==> src/rtl/load_use_stall_controller.sv <==
// load_use_stall_controller: holds an EX consumer of an in-flight load until the load reaches WB,
// freezes the memory stages on data-memory wait and counts stall cycles (saturating).
module load_use_stall_controller #(
   parameter int   REG_ADD_WIDTH = 5,
   parameter int   COUNT_WIDTH   = 32,
   parameter logic HIGH          = 1'b1,
   parameter logic LOW           = 1'b0
) (
   input  logic                     CLK,
   input  logic                     RST,
   input  logic                     EX_VALID,
   input  logic [REG_ADD_WIDTH-1:0] RS1_ADDRESS_EXECUTION,
   input  logic                     RS1_USED_EXECUTION,
   input  logic [REG_ADD_WIDTH-1:0] RS2_ADDRESS_EXECUTION,
   input  logic                     RS2_USED_EXECUTION,
   input  logic [REG_ADD_WIDTH-1:0] RD_ADDRESS_DM1,
   input  logic                     LOAD_DM1,
   input  logic [REG_ADD_WIDTH-1:0] RD_ADDRESS_DM2,
   input  logic                     LOAD_DM2,
   input  logic [REG_ADD_WIDTH-1:0] RD_ADDRESS_DM3,
   input  logic                     LOAD_DM3,
   input  logic                     DM_READY,
   input  logic                     CLEAR_COUNT,
   output logic                     STALL_FETCH_STAGE,
   output logic                     STALL_DECODE_STAGE,
   output logic                     STALL_EXECUTION_STAGE,
   output logic                     BUBBLE_DM1,
   output logic                     FREEZE_MEMORY_STAGES,
   output logic [COUNT_WIDTH-1:0]   STALL_CYCLE_COUNT
);
   typedef enum logic {IDLE, LOAD_STALL} state_t;
   state_t                 state_q, state_d;
   logic [1:0]             cnt_q, cnt_d, need;
   logic [COUNT_WIDTH-1:0] count_q, count_d;
   logic                   m1, m2, m3, hazard, busy, stall;

   // x0 is never a real producer, so a zero rd can not match
   assign m1 = LOAD_DM1 && RD_ADDRESS_DM1 != '0 &&
               ((RS1_USED_EXECUTION && RS1_ADDRESS_EXECUTION == RD_ADDRESS_DM1) ||
                (RS2_USED_EXECUTION && RS2_ADDRESS_EXECUTION == RD_ADDRESS_DM1));
   assign m2 = LOAD_DM2 && RD_ADDRESS_DM2 != '0 &&
               ((RS1_USED_EXECUTION && RS1_ADDRESS_EXECUTION == RD_ADDRESS_DM2) ||
                (RS2_USED_EXECUTION && RS2_ADDRESS_EXECUTION == RD_ADDRESS_DM2));
   assign m3 = LOAD_DM3 && RD_ADDRESS_DM3 != '0 &&
               ((RS1_USED_EXECUTION && RS1_ADDRESS_EXECUTION == RD_ADDRESS_DM3) ||
                (RS2_USED_EXECUTION && RS2_ADDRESS_EXECUTION == RD_ADDRESS_DM3));
   assign need   = m1 ? 2'd3 : m2 ? 2'd2 : m3 ? 2'd1 : 2'd0;
   assign hazard = EX_VALID && need != 2'd0;
   assign busy   = state_q == LOAD_STALL || hazard;
   assign stall  = busy || !DM_READY;

   always_ff @(posedge CLK or posedge RST) begin
      if (RST) begin
         state_q <= IDLE;
         cnt_q   <= 2'd0;
         count_q <= '0;
      end else begin
         state_q <= state_d;
         cnt_q   <= cnt_d;
         count_q <= count_d;
      end
   end

   // the remaining-stall count only advances on cycles the memory stages move
   always_comb begin
      state_d = state_q;
      cnt_d   = cnt_q;
      if (DM_READY && state_q == IDLE && hazard && need != 2'd1) begin
         state_d = LOAD_STALL;
         cnt_d   = need - 2'd1;
      end else if (DM_READY && state_q == LOAD_STALL) begin
         state_d = cnt_q == 2'd1 ? IDLE : LOAD_STALL;
         cnt_d   = cnt_q - 2'd1;
      end
      count_d = CLEAR_COUNT ? '0 :
                (stall && count_q != '1) ? count_q + COUNT_WIDTH'(1) : count_q;
   end

   // reset gates every output so they drop the instant RST rises
   always_comb begin
      STALL_FETCH_STAGE     = (!RST && stall) ? HIGH : LOW;
      STALL_DECODE_STAGE    = (!RST && stall) ? HIGH : LOW;
      STALL_EXECUTION_STAGE = (!RST && stall) ? HIGH : LOW;
      BUBBLE_DM1            = (!RST && DM_READY && busy) ? HIGH : LOW;
      FREEZE_MEMORY_STAGES  = (!RST && !DM_READY) ? HIGH : LOW;
      STALL_CYCLE_COUNT     = count_q;
   end
endmodule

==> config.mk <==
export PLATFORM = sky130hd
export DESIGN_NAME = load_use_stall_controller
export DESIGN_NICKNAME = d
export VERILOG_FILES = /design/src/rtl/load_use_stall_controller.sv
export SDC_FILE = /design/constraint.sdc
export NUM_CORES = 1
export LEC_CHECK = 0
export ABC_AREA = 1
export CORE_ASPECT_RATIO = 1.25
export CORE_UTILIZATION = 52
export CTS_BUF_LIST = sky130_fd_sc_hd__clkbuf_8
export DETAILED_ROUTE_END_ITERATION = 12
export PLACE_DENSITY = 0.85
export RECOVER_POWER = 100
export REMOVE_ABC_BUFFERS = 1
export SYNTH_ARGS = -nofsm -noshare
export SYNTH_HDL_FRONTEND = slang
export SYNTH_SLANG_ARGS = --single-unit
==> constraint.sdc <==
create_clock -name CLK -period 3.19 [get_ports CLK]
set_clock_uncertainty 0.05 [all_clocks]
set_input_delay 0.638 -clock CLK [delete_from_list [all_inputs] [get_ports CLK]]
set_output_delay 0.638 -clock CLK [all_outputs]
set_load 0.005 [all_outputs]
After elaboration in Yosys (flattened, before gate mapping)
Cells that the tools add are included.

storage, ports and cells
  register bits after elaboration = 35
  output and inout port bits = 37
  word-level logic and storage cells = 64

operators by class
  add/subtract/negate cells = 3
  eq/ne operators = 9
  multiplexer cells = 13
  bitwise operators = 1
  reductions and logical operators = 35

operator list
  operator                                                                  number
  32-bit 2-to-1 mux                                                         2
  32-bit by 1-bit adder with 32-bit output (second input constant)          1
  32-bit inequality test (second input constant)                            1
  5-bit equality test                                                       6
  1-bit logical AND                                                         22
  5-bit nonzero test                                                        3
  2-bit 2-to-1 mux                                                          4
  1-bit 2-to-1 mux                                                          7
  2-bit nonzero test                                                        3
  1-bit logical OR                                                          5
  2-bit by 1-bit subtractor with 2-bit output (second input constant)       2
  2-bit by 1-bit equality test with 1-bit output (second input constant)    1
  1-bit zero test                                                           2
  2-bit by 1-bit inequality test with 1-bit output (second input constant)  1
  1-bit inverter                                                            1

Depth between registers and ports, before layout
Gate-level depths: netlist of the first run.

  depth after elaboration = 14
  mapped depth = 20

Least setup slack after synthesis of the first run
OpenSTA, ideal clock, no wires.

  kind = input-to-output
  from = input RD_ADDRESS_DM1[3]
  to = output STALL_EXECUTION_STAGE
  data arrival time = 2,108 ps
  data required time = 2,502 ps
  setup slack = 394 ps
  stages = 12
  cell sequence = inv_1 > nor2_1 > nor3_1 > nand3_1 > nand2_1 > nand2_1 > nand2_1 > inv_1 > ha_1 > or2_2 > a21oi_1 > buf_4

on the way
  longest elaborated chain between the ends = 11
  elaborated cells between the ends (all ways) = 15

ends and longest elaborated chain
  element                                 line    RTL
  start, declared                         16      input logic [REG_ADD_WIDTH-1:0] RD_ADDRESS_DM1,
  5-bit equality test (on tied branches)  39, 40
  1-bit logical AND (on tied branches)    39, 40
  1-bit logical OR                        39      ((RS1_USED_EXECUTION && RS1_ADDRESS_EXECUTION == RD_ADDRESS_DM1) ||
  1-bit logical AND *                     38      assign m1 = LOAD_DM1 && RD_ADDRESS_DM1 != '0 &&
  2-bit 2-to-1 mux *                      47      assign need = m1 ? 2'd3 : m2 ? 2'd2 : m3 ? 2'd1 : 2'd0;
  2-bit nonzero test *                    48      assign hazard = EX_VALID && need != 2'd0;
  1-bit logical AND *                     48
  1-bit logical OR *                      49      assign busy = state_q == LOAD_STALL || hazard;
  1-bit logical OR *                      50      assign stall = busy || !DM_READY;
  1-bit logical AND *                     n/a
  1-bit 2-to-1 mux *                      n/a
  end, declared                           26      output logic STALL_EXECUTION_STAGE,

Every way passes the cells marked *; elsewhere a longest branch is shown, timed or not.

Worst setup path in the final report of the first run
  from = input RD_ADDRESS_DM1[2]
  to = output STALL_DECODE_STAGE

on the way
  longest elaborated chain between the ends = 11
  elaborated cells between the ends (all ways) = 15

ends and longest elaborated chain
  element                                 line    RTL
  5-bit equality test (on tied branches)  39, 40
  1-bit logical AND (on tied branches)    39, 40
  1-bit logical OR                        39
  1-bit logical AND *                     38
  2-bit 2-to-1 mux *                      47
  2-bit nonzero test *                    48
  1-bit logical AND *                     48
  1-bit logical OR *                      49
  1-bit logical OR *                      50
  1-bit logical AND *                     82      STALL_DECODE_STAGE = (!RST && stall) ? HIGH : LOW;
  1-bit 2-to-1 mux *                      82
  end, declared                           25      output logic STALL_DECODE_STAGE,

Marks and branches as above.

==> results of run 1 <==
-- state kept, by name, indices dropped and copies added (netlist names) --
signal	flops
STALL_CYCLE_COUNT	32
cnt_q	2
state_q	1
-- final cells by class --
class                           count  area (sq um)  area share, %
Multi-Input combinational cell    361          1841          45.65
Timing Repair Buffer              114         895.9          22.22
Sequential cell                    35         875.8          21.73
Inverter                           59         221.5          5.493
Clock buffer                        6         82.58          2.048
Tap cell                           64         80.08          1.986
Clock inverter                      2         35.03         0.8690
-- layer usage --
| layer | share of wire, % | global-route usage [%] | wire length [um] |
|---|---|---|---|
| met3 | 5.4 | 4.348 | 521 |
| met5 | 0 | 0 | 0 |
| met1 | 37 | 33.68 | 3588 |
| met4 | 5.2 | 19.29 | 497 |
| met2 | 52 | 61.52 | 5004 |
-- power breakdown --
group	internal [mW]	switching, mW
Clock	0.253	0.166
Combinational	0.132	0.207
Sequential	0.468	0.0226
-- layout by cell type, fill, tap and decap left out, types with 10 or more instances in the layout --
cell / instances
nand2_1: 136
nor2_1: 65
inv_1: 44
buf_4: 37
dfrtp_1: 35
dlygate4sd3_1: 34
nand3_1: 31
o21ai_0: 21
clkbuf_2: 20
xor2_1: 15
inv_2: 14
nand2_2: 12
nand4_1: 12
nor3_1: 11
o31ai_1: 10
-- critical path, stage by stage --
cell and delay, ns:
dlygate4sd2_1 0.22, buf_4 0.12, o22ai_1 0.11, nor2_1 0.20, nand3_1 0.12, nand2_1 0.10
nand2_2 0.07, nand2_2 0.08, inv_1 0.05, ha_1 0.19, or2_4 0.24, a21oi_1 0.24
buf_2 0.16
-- kinds of logic (layout without fill, tap and decap cells) --
family / after synthesis / count (layout)
AND/OR/NAND/NOR: 281 / 281
buffers and inverters: 70 / 181
AO/OA/AOI/OAI: 56 / 56
flip-flops: 35 / 35
XOR/XNOR: 20 / 20
adder cells (fa/ha/maj): 4 / 4
-- worst min-delay path by stage --
stage                                     from                   end  slack (ns)  cells past startpoint
after floorplan                        state_q               state_q        0.42                      2
after global placement                 state_q               state_q        0.45                      2
after detailed placement               state_q               state_q        0.46                      2
after CTS                              state_q               state_q        0.47                      2
after global routing                   state_q               state_q        0.54                      2
final                     STALL_CYCLE_COUNT[1]  STALL_CYCLE_COUNT[1]        0.52                      2
-- repair_timing --
| action | 4_1_cts | 5_1_grt |
|---|---|---|
| pin swaps | 13 | 13 |
| endpoints found under the setup margin | 7 | 6 |
| hold buffers | 0 | 0 |
| setup buffers | 18 | 0 |
| resized for setup | 69 | 65 |
-- per-stage QoR --
stage / hold WS [ns] / area, sq um
2_1_floorplan: 0.4202 / 2859
3_3_place_gp: 0.4466 / 3845
3_5_place_dp: 0.4558 / 3845
4_1_cts: 0.4736 / 4086
5_1_grt: 0.5392 / 4031
6_report: 0.5176 / 4031
==> results.json, run 1 <==
{
  "clk_latency_ns": 0.30,
  "pre_cts_ws_ns": -0.7803,
  "dr.pass1.iters": 6,
  "crit_type": "input pin to output pin",
  "clkSlewWorstSetupHoldPaths_ns": 0.06,
  "rows": 30,
  "ys_seq_elements": 35,
  "period_share_pct": 101.3,
  "power_mw": 1.249,
  "core_sq_mm": 0.005443,
  "rr_startpoint": "STALL_CYCLE_COUNT[0]",
  "vias": 3544,
  "arrival_ns": 2.54,
  "synth.area.top_cells": "dfrtp_1 30%, nand2_1 19%, nor2_1 8.7%",
  "utilization_pct": 74.07,
  "wl_per_cell_um": 15.00,
  "drc": 0,
  "synth_compound_area_share_pct": 11.63,
  "crit_end": "STALL_DECODE_STAGE",
  "drive_gt1_share_pct": 20.62,
  "crit_path_start": "RD_ADDRESS_DM1[2]",
  "ant_nets": 0,
  "synth_edf_count": 0,
  "clkSinkCount": 35,
  "routed_wl_um": 9612,
  "regToRegSetupSlack_ns": 0.87,
  "gp_congestion": 0.9559,
  "power_density_mw_per_mm2": 309.8,
  "synthArstFlopShare_pct": 100.0,
  "setup-tns-final_ns": -0.1188,
  "yosys.area.top_type": "dfrtp_1",
  "maxCapViolCount": 1,
  "ir_drop_mv": 0.2592,
  "netlist.area_leader.share_pct": 29.93,
  "yosys.area_share.simple_pct": 40.87,
  "path_max_fanout": 3,
  "startpoint_type": "input pin",
  "fin_nets": 615,
  "violations": "capacitance limit, slew limit, setup timing",
  "syn_avg_cell_area_sq_um": 6.280,
  "p_leak_nw": 2.020,
  "slew_headroom_pct": -15.56,
  "cts_buffers": 5,
  "fin_cells": 641,
  "drv_slew": 33,
  "worst_r2r_path_depth": 12,
  "finalSetupViolCount": 4,
  "muxShareOfSynthArea_pct": 0,
  "die_w_um": 69.10,
  "grt_antenna_before_repair": 0,
  "clock.fmax_ghz": 0.3094,
  "hpwl_um": 6896,
  "dieArea_sq_mm": 0.005934,
  "dp_cells": 616,
  "netlist_area_sq_mm": 0.002927,
  "end_kind": "output pin",
  "hold_path_class": "flip-flop to flip-flop",
  "synth_most_common_cell": "nand2_1",
  "rr_endpoint": "STALL_CYCLE_COUNT[14]",
  "synth_top_family_by_area": "simple AND/OR/NAND/NOR gates",
  "setup_ws_ns": -0.04221,
  "clk_path_buf_depth": 2,
  "grtUsageTotal_pct": 32.40,
  "io_buffers": 71,
  "nFillCells": 468,
  "num_antenna_cells": 0,
  "area_delta_synth_final_pct": 37.75,
  "netlist_instances": 466,
  "synth_xor_area_share_pct": 5.985,
  "ios": 72,
  "cts_max_level": 2,
  "synth_common_cells": "146 x nand2_1, 68 x nor2_1, 54 x inv_1",
  "grt_pass1_wl_um": 15170,
  "synthAdderAreaFrac_pct": 1.710,
  "vias_per_cell": 5.529,
  "yosys.cell_types.count": 34,
  "min_period_ns": 3.232,
  "grt_max_degree": 33,
  "synth_warnings": 0,
  "worstPathRequired_ns": 2.50,
  "initial_core_util_pct": 53.77,
  "hold_viol_final": 0,
  "die_h_um": 85.88,
  "ys.flop_type": "dfrtp_1",
  "synth_seq_area_share_pct": 29.93,
  "grt_pass1_vias": 3330,
  "cts_root_buf": "clkbuf_8",
  "grt-ovfl-total": 0,
  "cts_tree": "done",
  "status": "complete, but fails checks",
  "drt_iter0_markers": 263,
  "tightest_slew_ns": 1.733
}
(Power assumes the default switching activity.)
==> inputs of run 2 (changes only) <==
TNS_END_PERCENT = 10   (was unset)
==> results of run 2 <==
No change in the layout: final DEF, timing and power equal those of run 1.
==> inputs of run 3 (changes only) <==
CORE_ASPECT_RATIO = unset   (was 1.25)
SKIP_LAST_GASP = 1   (was unset)
==> results.json, run 3 (synthesized netlist as in run 1, its figures left out) <==
{
  "grt_antenna_before_repair": 0,
  "cts_buffers": 5,
  "fin_nets": 601,
  "design_area_sq_mm": 0.003891,
  "die_w_um": 77.02,
  "min_period_ns": 3.079,
  "end_kind": "output pin",
  "gp_congestion": 0.9493,
  "ant_nets": 0,
  "startpoint_type": "input pin",
  "status": "complete, but fails checks",
  "grt-ovfl-total": 0,
  "worstPathRequired_ns": 2.50,
  "grt_max_degree": 36,
  "layout_common_cells": "141 x nand2_1, 67 x nor2_1, 50 x inv_1",
  "vias": 3424,
  "drc": 0,
  "io_buffers": 71,
  "clk_latency_ns": 0.29,
  "rows": 26,
  "grtUsageTotal_pct": 31.59,
  "area_delta_synth_final_pct": 32.96,
  "ios": 72,
  "violations": "capacitance limit, slew limit",
  "pre_cts_ws_ns": -0.7256,
  "largest_reg_flops": 32,
  "clkSlewWorstSetupHoldPaths_ns": 0.07,
  "clk_path_buf_depth": 2,
  "vias_per_cell": 5.409,
  "nFillCells": 484,
  "cts_tree": "done",
  "tightest_slew_ns": 1.893,
  "hpwl_um": 6842,
  "dieArea_sq_mm": 0.005932,
  "hold_viol_final": 0,
  "core_sq_mm": 0.005270,
  "finalSetupViolCount": 0,
  "dr.pass1.iters": 5,
  "drt_iter0_markers": 268,
  "dp_cells": 620,
  "ir_drop_mv": 0.2417,
  "final_common_cell": "nand2_1",
  "fin_cells": 633,
  "die_h_um": 77.02,
  "cts_root_buf": "clkbuf_8",
  "dpl_cell_area_sq_mm": 0.003837,
  "drv_slew": 36,
  "drive_gt1_share_pct": 14.21,
  "routed_wl_um": 8861,
  "initial_core_util_pct": 55.53,
  "p_leak_nw": 1.945,
  "grt_pass1_wl_um": 14940,
  "period_share_pct": 96.52,
  "num_antenna_cells": 0,
  "slew_headroom_pct": -26.21,
  "path_max_fanout": 3,
  "cts_max_level": 2,
  "hold_path_class": "flip-flop to flip-flop",
  "wl_per_cell_um": 14.00,
  "clkSinkCount": 35,
  "arrival_ns": 2.39,
  "clock.fmax_ghz": 0.3248,
  "setup_ws_ns": 0.1110,
  "maxCapViolCount": 1,
  "power_density_mw_per_mm2": 287.6,
  "grt_pass1_vias": 3292,
  "crit_type": "input pin to output pin"
}
==> run 3: final timing paths <==
kind                                      start               endpoint  slack (ns)  cells after the start
setup reg to reg           STALL_CYCLE_COUNT[1]  STALL_CYCLE_COUNT[22]        0.88                     11
min in group asynchronous                   RST                state_q        1.55                      3
hold reg to reg                         state_q                state_q        0.47                      2
setup / recovery              RD_ADDRESS_DM1[3]             BUBBLE_DM1        0.11                     13
max in group asynchronous                   RST  STALL_CYCLE_COUNT[18]        0.44                      3
hold / removal                          state_q                state_q        0.47                      2
==> run 3: timing repair <==
item / 4_1_cts / 5_1_grt
buffers inserted: 1 / 4
endpoints found under the setup margin: 15 / 4
hold buffers: 0 / 0
gates cloned: 0 / 0
pin swaps: 9 / 11
resized for setup: 62 / 32
==> run 3: layer usage <==
| layer | part of all wire [%] | global-route usage (%) | vias up |
|---|---|---|---|
| met4 | 2.2 | 11.13 | 0 |
| met2 | 50 | 57.41 | 152 |
| met1 | 42 | 38.13 | 1564 |
| met3 | 5.6 | 3.810 | 21 |
| li1 | - | - | 1687 |
| met5 | 0 | 0 | - |
==> run 3: area by class of cell <==
type | instances | area (sq um) | share of cell area [%]
multi-input combinational | 361 | 1804 | 46.37
sequential | 35 | 875.8 | 22.51
timing repair buffer | 100 | 820.8 | 21.09
inverter | 59 | 221.5 | 5.691
tap | 70 | 87.58 | 2.251
clock buffer | 5 | 68.82 | 1.768
clock inverter | 3 | 12.51 | 0.3215
==> run 3: power breakdown <==
| part | switching (mW) | internal, mW |
|---|---|---|
| logic | 0.183 | 0.126 |
| registers | 0.0233 | 0.468 |
| clock network | 0.171 | 0.147 |
==> run 3: worst max-delay path, cell delays in order <==
cell	delay, ns
dlygate4sd2_1	0.27
inv_2	0.08
nor2_1	0.05
nor3_2	0.18
nand3_1	0.10
nand2_1	0.09
nand2_2	0.10
nand2_2	0.09
inv_1	0.05
ha_1	0.18
or2_4	0.27
a211oi_2	0.17
buf_2	0.14
==> run 3: metrics by stage <==
step	hold WS (ns)	utilization [%]	setup TNS (ns)	power (mW)
after global routing	0.5114	73.84	-0.02445	1.169
after detailed placement	0.4562	72.82	-11.60	0.8248
final	0.4748	73.84	0	1.119
after floorplan	0.4202	-	0	0.6481
after global placement	0.4438	72.82	-9.580	0.8159
after CTS	0.4761	74.24	0	1.120
